`src/rtl/cop_pkg.sv`:
```
// Shared types and constants for the matrix coprocessor instruction sequencer.
package cop_pkg;

    localparam int unsigned INSTR_W  = 22;
    localparam int unsigned OPCODE_W = 4;

    localparam logic [OPCODE_W-1:0] OP_HALT  = 4'h0;
    localparam logic [OPCODE_W-1:0] OP_STORE = 4'h2;
    localparam logic [OPCODE_W-1:0] OP_SUM   = 4'h3;

    typedef enum logic [2:0] {
        ST_IDLE,
        ST_FETCH,
        ST_DECODE,
        ST_ISSUE,
        ST_WAIT_DONE,
        ST_PAUSE,
        ST_HALTED,
        ST_ERROR
    } seq_state_e;

    function automatic logic [OPCODE_W-1:0] opcode_of(input logic [INSTR_W-1:0] instr);
        return instr[OPCODE_W-1:0];
    endfunction

endpackage

```
`src/rtl/instr_sequencer_if.sv`:
```
// Valid/ready instruction channel plus completion pulse towards the coprocessor.
interface instr_sequencer_if;
    import cop_pkg::*;

    logic [INSTR_W-1:0] cop_instr;
    logic               cop_valid;
    logic               cop_ready;
    logic               cop_done;

    modport master (output cop_instr, cop_valid, input  cop_ready, cop_done);
    modport slave  (input  cop_instr, cop_valid, output cop_ready, cop_done);

endinterface

```
`src/rtl/instr_prog_ram.sv`:
```
// Program store: one write port, one synchronous read port with 1-cycle latency.
module instr_prog_ram #(
    parameter int unsigned DEPTH  = 16,
    parameter int unsigned ADDR_W = 4,
    parameter int unsigned DATA_W = 22
) (
    input  logic              clk,
    input  logic              we,
    input  logic [ADDR_W-1:0] waddr,
    input  logic [DATA_W-1:0] wdata,
    input  logic [ADDR_W-1:0] raddr,
    output logic [DATA_W-1:0] rdata
);

    logic [DATA_W-1:0] mem [DEPTH];

    always_ff @(posedge clk) begin
        if (we) begin
            mem[waddr] <= wdata;
        end
        rdata <= mem[raddr];
    end

endmodule

```
`src/rtl/instr_sequencer.sv`:
```
// Issues a stored program to the coprocessor one instruction at a time,
// waiting for completion after each, with single-step, halt and timeout handling.
module instr_sequencer
    import cop_pkg::*;
#(
    parameter int unsigned DEPTH   = 16,
    parameter int unsigned ADDR_W  = $clog2(DEPTH),
    parameter int unsigned TIMEOUT = 1024
) (
    input  logic                clk,
    input  logic                rst,
    input  logic                go,
    input  logic                step,
    input  logic                step_mode,
    input  logic                abort,
    input  logic                prog_we,
    input  logic [ADDR_W-1:0]   prog_addr,
    input  logic [INSTR_W-1:0]  prog_data,
    instr_sequencer_if.master   bus,
    output logic [ADDR_W-1:0]   pc,
    output logic                busy,
    output logic                halted,
    output logic                err
);

    localparam int unsigned TIMER_W = $clog2(TIMEOUT);

    seq_state_e          state_q, state_d;
    logic [ADDR_W-1:0]   pc_q, pc_d;
    logic [INSTR_W-1:0]  instr_q, instr_d;
    logic                valid_q, valid_d;
    logic                busy_q, busy_d;
    logic                halted_q, halted_d;
    logic                err_q, err_d;
    logic [TIMER_W-1:0]  timer_q, timer_d;
    logic                go_q, go_rise_q, step_q;
    logic                step_rise_c;
    logic [INSTR_W-1:0]  rd_data;

    // The program may only be rewritten while no run is in progress.
    instr_prog_ram #(
        .DEPTH (DEPTH),
        .ADDR_W(ADDR_W),
        .DATA_W(INSTR_W)
    ) u_ram (
        .clk  (clk),
        .we   (prog_we && !busy_q),
        .waddr(prog_addr),
        .wdata(prog_data),
        .raddr(pc_q),
        .rdata(rd_data)
    );

    assign step_rise_c = step && !step_q;

    always_ff @(posedge clk) begin
        if (rst) begin
            state_q   <= ST_IDLE;
            pc_q      <= '0;
            instr_q   <= '0;
            valid_q   <= 1'b0;
            busy_q    <= 1'b0;
            halted_q  <= 1'b0;
            err_q     <= 1'b0;
            timer_q   <= '0;
            go_q      <= 1'b0;
            go_rise_q <= 1'b0;
            step_q    <= 1'b0;
        end else begin
            state_q   <= state_d;
            pc_q      <= pc_d;
            instr_q   <= instr_d;
            valid_q   <= valid_d;
            busy_q    <= busy_d;
            halted_q  <= halted_d;
            err_q     <= err_d;
            timer_q   <= timer_d;
            go_q      <= go;
            go_rise_q <= go && !go_q;
            step_q    <= step;
        end
    end

    always_comb begin
        state_d  = state_q;
        pc_d     = pc_q;
        instr_d  = instr_q;
        valid_d  = valid_q;
        halted_d = halted_q;
        err_d    = err_q;
        timer_d  = timer_q;

        if (abort) begin
            state_d = ST_IDLE;
            valid_d = 1'b0;
        end else begin
            case (state_q)
                ST_IDLE, ST_HALTED, ST_ERROR: begin
                    if (go_rise_q) begin
                        pc_d     = '0;
                        err_d    = 1'b0;
                        halted_d = 1'b0;
                        state_d  = ST_FETCH;
                    end
                end
                ST_FETCH: begin
                    state_d = ST_DECODE;
                end
                ST_DECODE: begin
                    if (opcode_of(rd_data) == OP_HALT) begin
                        halted_d = 1'b1;
                        state_d  = ST_HALTED;
                    end else begin
                        instr_d = rd_data;
                        valid_d = 1'b1;
                        state_d = ST_ISSUE;
                    end
                end
                ST_ISSUE: begin
                    if (bus.cop_ready) begin
                        valid_d = 1'b0;
                        timer_d = '0;
                        state_d = ST_WAIT_DONE;
                    end
                end
                ST_WAIT_DONE: begin
                    // Completion wins over a timeout landing on the same cycle.
                    if (bus.cop_done) begin
                        if (pc_q == ADDR_W'(DEPTH - 1)) begin
                            halted_d = 1'b1;
                            state_d  = ST_HALTED;
                        end else begin
                            pc_d    = pc_q + ADDR_W'(1);
                            state_d = step_mode ? ST_PAUSE : ST_FETCH;
                        end
                    end else if (timer_q == TIMER_W'(TIMEOUT - 1)) begin
                        err_d   = 1'b1;
                        state_d = ST_ERROR;
                    end else begin
                        timer_d = timer_q + TIMER_W'(1);
                    end
                end
                ST_PAUSE: begin
                    if (step_rise_c || !step_mode) begin
                        state_d = ST_FETCH;
                    end
                end
                default: begin
                    state_d = ST_IDLE;
                end
            endcase
        end

        busy_d = !(state_d inside {ST_IDLE, ST_HALTED, ST_ERROR});
    end

    assign bus.cop_instr = instr_q;
    assign bus.cop_valid = valid_q;
    assign pc            = pc_q;
    assign busy          = busy_q;
    assign halted        = halted_q;
    assign err           = err_q;

endmodule
```
`src/flat_wrapper.sv`:
```
// flat-port wrapper written by rule: the top's interface ports become plain ports
module instr_sequencer_flat import cop_pkg::*;
#(
    parameter int unsigned DEPTH   = 16,
    parameter int unsigned ADDR_W  = $clog2(DEPTH),
    parameter int unsigned TIMEOUT = 1024
)
  (clk, rst, go, step, step_mode, abort, prog_we, prog_addr, prog_data, pc, busy, halted, err, bus_cop_instr, bus_cop_valid, bus_cop_ready, bus_cop_done);
  instr_sequencer_if bus_i ();
  input  logic clk;
  input  logic rst;
  input  logic go;
  input  logic step;
  input  logic step_mode;
  input  logic abort;
  input  logic prog_we;
  input  logic [ADDR_W-1:0] prog_addr;
  input  logic [INSTR_W-1:0] prog_data;
  output logic [ADDR_W-1:0] pc;
  output logic busy;
  output logic halted;
  output logic err;
  output wire logic [$bits(bus_i.cop_instr)-1:0] bus_cop_instr;
  output wire logic [$bits(bus_i.cop_valid)-1:0] bus_cop_valid;
  input wire logic [$bits(bus_i.cop_ready)-1:0] bus_cop_ready;
  input wire logic [$bits(bus_i.cop_done)-1:0] bus_cop_done;
  assign bus_cop_instr = bus_i.cop_instr;
  assign bus_cop_valid = bus_i.cop_valid;
  assign bus_i.cop_ready = bus_cop_ready;
  assign bus_i.cop_done = bus_cop_done;
  instr_sequencer #(.DEPTH(DEPTH), .ADDR_W(ADDR_W), .TIMEOUT(TIMEOUT)) u_core (.clk(clk), .rst(rst), .go(go), .step(step), .step_mode(step_mode), .abort(abort), .prog_we(prog_we), .prog_addr(prog_addr), .prog_data(prog_data), .bus(bus_i), .pc(pc), .busy(busy), .halted(halted), .err(err));
endmodule
```
`config.mk`:
```
export PLATFORM = sky130hd
export DESIGN_NAME = instr_sequencer_flat
export DESIGN_NICKNAME = d
export VERILOG_FILES = /design/src/rtl/cop_pkg.sv /design/src/rtl/instr_sequencer_if.sv /design/src/rtl/instr_prog_ram.sv /design/src/rtl/instr_sequencer.sv /design/src/flat_wrapper.sv
export SDC_FILE = /design/constraint.sdc
export NUM_CORES = 1
export LEC_CHECK = 0
export CAP_MARGIN = 20
export CORE_ASPECT_RATIO = 0.6
export CORE_UTILIZATION = 60
export CTS_BUF_LIST = sky130_fd_sc_hd__clkbuf_8
export CTS_CLUSTER_SIZE = 12
export DETAILED_ROUTE_END_ITERATION = 16
export HOLD_SLACK_MARGIN = 0.05
export PLACE_DENSITY = 0.79
export SYNTH_ARGS = -nofsm -noshare
export SYNTH_HDL_FRONTEND = slang
export SYNTH_SLANG_ARGS = --single-unit
```
`constraint.sdc`:
```
create_clock -name clk -period 5.4 [get_ports clk]
set_input_delay 1.08 -clock clk [delete_from_list [all_inputs] [get_ports clk]]
set_output_delay 1.08 -clock clk [all_outputs]
set_load 0.02 [all_outputs]
```
After elaboration in Yosys (flattened, before gate mapping):

Memory sizes are Yosys's and may differ from the RTL's. A register that Yosys moved wholly into a read port is not among the register bits.
Cells that the tools add are included.

* $add $sub $neg: 2
* equality and inequality tests: 21
* multiplexer cells: 31
* bitwise operators: 2
* reductions and logical operators: 25

Operators with widths (count)
* $mux 10: 3
* $mux 3: 9
* $pmux 10 s2: 1
* $eq 3x3->1 const B: 6
* $pmux 3 s6: 1
* $reduce_and 5->1: 3
* $mux 4: 3
* $ne 2x2->1 const B: 6
* $add 10x1->10 const B: 1
* $eq 10x10->1 const B: 1
* $mux 1: 10
* $ne 2x1->1 const B: 4
* $pmux 4 s2: 1
* $eq 3x2->1 const B: 2
* $logic_not 3->1: 2
* $reduce_and 3->1: 2
* $reduce_and 6->1: 1
* $reduce_bool 2->1: 3
* $reduce_bool 3->1: 2
* $logic_not 1->1: 5
* $add 4x1->4 const B: 1
* $eq 4x4->1 const B: 1
* $logic_not 4->1: 1
* $pmux 1 s2: 2
* other kinds (7): 10

* register bits after elaboration: 46
* memory bits (writable): 352
* bits of input ports: 35
* output and inout bits: 30
* word-level logic and storage cells: 93
* memories: 1

Memories
* u_core.u_ram.mem: depth 16, bits a word 22, rd ports 1, clocked after Yosys merged registers in 1, write ports 1, RTL line instr_prog_ram.sv:15 `logic [DATA_W-1:0] mem [DEPTH];`

Depth between registers and ports, before layout:

* depth in word-level cells: 9
* gate-level depth with buffers: 7

By module:

A second synthesis with hierarchy kept.

* cells, all modules: 842
* area total of the unflattened synthesis: 15865.2 µm²

By module, submodules not included
* instr_prog_ram: times used 1, cells each 583, area an instance 13822.0 µm², sequential area each 11010.6 µm²
* instr_sequencer: times used 1, cells each 259, area an instance 2043.2 µm², sequential area each 920.9 µm²

Worst setup path before layout:

OpenSTA, ideal clock, no wires.

* path type: input -> register
* start: input port prog_we
* end: memory u_core.u_ram.mem[0][0], enable pin
* setup time: 0.429 ns
* arrival: 3.053 ns
* setup slack: 1.918 ns
* cell stages on the path: 3
* path buffers: 0
* cells stage by stage: nand2b_1 -> or3_1 -> nor3_1

* longest elaborated chain between the ends: 3

Ends and longest elaborated chain
* start: declaration: RTL line flat_wrapper.sv:16 `input logic prog_we;`
* $logic_and 1x1->1: RTL line instr_sequencer.sv:47 `.we (prog_we && !busy_q),`
* $mux 1: RTL line instr_prog_ram.sv:18 `if (we) begin`
* $mux 1 (not written as such): RTL line instr_prog_ram.sv:19 `mem[waddr] <= wdata;`
* end: declaration: RTL line instr_prog_ram.sv:15

No other way between the ends.

Worst setup path in the final report:

* start: register u_core.pc_q[0], in the netlist u_core.pc[0]
* end: output port pc[0]

RTL lines
* start: declaration: RTL line instr_sequencer.sv:29 `logic [ADDR_W-1:0] pc_q, pc_d;`
* start signal: assignment: RTL line instr_sequencer.sv:71 `pc_q <= pc_d;`
* end: declaration: RTL line flat_wrapper.sv:19 `output logic [ADDR_W-1:0] pc;`

No word-level cell between the ends.

==> results_dict.tcl <==
set metrics [dict create \
    cts-resized-gates 0 \
    clkTransAtPathRegs_ns 0.07 \
    slew_headroom 0.314 \
    synth_area_leaders "edfxtp_1 (67%), mux4_2 (16%), dfxtp_1 (8.6%)" \
    rows 45 \
    fmax_ghz 0.296 \
    synth-seq-area-share 0.752 \
    cp-end-kind "primary output" \
    holdPathEnd "u_core.go_rise_q" \
    yosys_warnings 0 \
    cp_top_family "flip-flops" \
    synth_most_common_cell "edfxtp_1" \
    drive_gt1_frac 0.256 \
    port_buffers 64 \
    comb_power_share 0.035 \
    drt_iter0_drc 954 \
    cts_buffer_depth 3 \
    status "complete, no violations" \
    hold_viol 0 \
    critPathMaxFanout 42 \
    synthAdderAreaFrac 0.00158 \
    netSwitchingFraction 0.213 \
    critPathSlowestCell "dfxtp_4" \
    critPathArrivalTime_ns 2.30 \
    power_leakage_nw 5.59 \
    worstPathCellList "clkdlybuf4s50_1" \
    p_seq_frac 0.595 \
    fp.dieW_um 212 \
    routed_via_density 6.31 \
    antenna_found_initial 1 \
    clkPwrFrac 0.370 \
    drc 0 \
    io_pins 65 \
    synth_edf_count 352 \
    syn-num-nets 825 \
    synthMuxAreaShare 0.158 \
    antenna_violating_nets_post_route 0 \
    cp-start-kind "flip-flop" \
    synthTopCellsByCount "edfxtp_1 (352), mux4_2 (110), dfxtp_1 (68)" \
    wl_um 34000 \
    cts_root_buf "clkbuf_8" \
    core_area_mm2 0.0256 \
    tightest_slew_ns 1.03 \
    drv_cap 0 \
    synth_compound_area_frac 0.0290 \
    fin_skew_ns 0.0205 \
    clock_latency_ns 0.60 \
    synth-xor-area-share 0.00608 \
    max_stage_delay_ns 0.91 \
    drv_slew 0 \
    hold_path_depth 1 \
    synth-seq-cells 420 \
    grt_max_degree 68 \
    numCtsBuffers 56 \
    hpwl_um 19500 \
    multi_input_area_mm2 0.00379 \
    synth_top_cell_by_area "edfxtp_1" \
    synthDominantCellAreaShare 0.667 \
    clock_sinks 420 \
    post_cts_buffers 0 \
    start_util 0.619 \
    setup-violations-final 0 \
    nets 932 \
    ys_async_sr_fraction 0 \
    rsz0062_at_grt "false" \
    hp-start "u_core.go_q" \
    grtUsageTotal 0.264 \
    vias 8157 \
    ctsHoldBuffers 0 \
    synth_top_family_by_area "multiplexers" \
    syn_avg_cell_area_um2 20.1 \
    min-delay-path-class "flip-flop to flip-flop" \
    synthCells 788 \
    syn-cell-area_mm2 0.0159 \
    path_buf_inv 1 \
    area_growth_pct 13.9 \
    p_int_mw 4.73 \
    yosysUniqueCellTypes 54 \
    first_pass_iters 5 \
    grt_pass1_wl_um 51000 \
    cts_tree "done" \
    overflow 0 \
    grt_pass1_vias 8166 \
    timing.rr.end "u_core.busy" \
    synth_ff_type "edfxtp_1" \
    p_sw_mw 1.28 \
    wl_per_cell_um 26.3 \
    layout_worst_path_cycle_share 0.625 \
    ff_latch_area_mm2 0.0119 \
    synthSimpleGateAreaFrac 0.0407 \
    dpl.cell_count 1189 \
    nFillCells 1488 \
    fin_crit_ns 3.38 \
    power_density_mw_per_mm2 333 \
    stdcell_count 1293 \
    reg2reg_from "u_core.pc[1]" \
    required_ns 4.32 \
    chipHeight_um 128 \
    worstSetupPathType "flip-flop to primary output" \
    vdd_drop_max_mv 0.287 \
    h-tree-depth 2 \
    r2r_slack_ns 2.46 \
    place_congestion 0.847 \
    reg2regPathDepth 7 \
    tns_ns 0 \
    die_area_mm2 0.0271 \
]
-- flip-flops by register name (all words and copies together) (netlist names) --
register / count
u_core.bus.cop_valid: 1
u_core.u_ram.rdata: 22
u_core.go_q: 1
u_core.go_rise_q: 1
u_core.bus.cop_instr: 22
u_core.state_q: 3
u_core.err: 1
u_core.step_q: 1
u_core.timer_q: 10
u_core.halted: 1
u_core.pc: 4
u_core.busy: 1
u_core.u_ram.mem: 352
-- layout by cell type, fill, tap and decap left out, types with 5 or more instances in the layout --
cell	synthesis	layout
nor2_2	0	12
clkinv_2	0	10
nor3_1	9	5
dfxtp_1	68	65
clkdlybuf4s50_1	0	64
xnor2_1	7	7
nand2b_1	6	6
mux4_2	110	110
nand2_1	53	53
clkbuf_8	0	61
a211oi_1	6	6
buf_4	1	25
a21oi_1	25	25
inv_1	5	25
edfxtp_1	352	352
clkinv_1	0	8
nor2_1	34	22
nor2b_1	5	5
nand3_1	5	5
-- power by group through the flow --
stage               clock [mW]  sequential, mW  combinational (mW)
global route              2.39            3.58               0.225
finish                    2.23            3.58               0.211
floorplan                    0            3.64               0.109
CTS                       2.26            3.58               0.211
detailed placement           0            3.65               0.210
global placement             0            3.64               0.201
-- through the flow --
stage               area, µm²  hold slack, ns  power [mW]  worst slack, ns   util
floorplan               15900           0.367        3.74             1.92      -
global placement        17000           0.372        3.85             2.20  0.664
detailed placement      17000           0.377        3.86             2.06  0.664
CTS                     18100           0.366        6.05             1.93  0.705
global route            18100           0.381        6.20             1.89  0.705
finish                  18100           0.371        6.01             2.02  0.705
-- routing by layer --
layer  track usage  wire [µm]
met5             0          0
met4        0.0720        571
met3        0.0556       3220
met2         0.396      16000
met1         0.401      14300
-- cell families (layout without fill, tap and decap cells) --
logic type	after synthesis	after routing
flip-flops	420	420
AND/OR/NAND/NOR	134	134
multiplexers	113	113
AO/OA/AOI/OAI	63	63
buffers and inverters	45	197
XOR/XNOR	11	11
adder cells (fa/ha/maj)	2	2
other	0	1
-- area by class of cell --
class | instances | area share
diodes | 1 | 0.000138
clock buffers | 61 | 0.0465
clock inverters | 42 | 0.0115
inverters | 5 | 0.00104
multi-input cells | 323 | 0.210
flip-flops and latches | 420 | 0.661
well taps | 352 | 0.0244
repair buffers | 89 | 0.0458
-- how the worst max path moves through the flow --
| stage | from | to | slack [ns] | depth (start not counted) |
|---|---|---|---|---|
| 2_1_floorplan | prog_we | u_core.u_ram.mem[0][0] | 1.92 | 3 |
| 3_3_place_gp | abort | u_core.bus.cop_instr[8] | 2.20 | 5 |
| 3_5_place_dp | abort | u_core.bus.cop_instr[11] | 2.06 | 5 |
| 4_1_cts | u_core.pc[0] | pc[0] | 1.93 | 1 |
| 5_1_grt | u_core.pc[0] | pc[0] | 1.89 | 1 |
| 6_report | u_core.pc[0] | pc[0] | 2.02 | 1 |
Power figures use the tool's default switching activity.
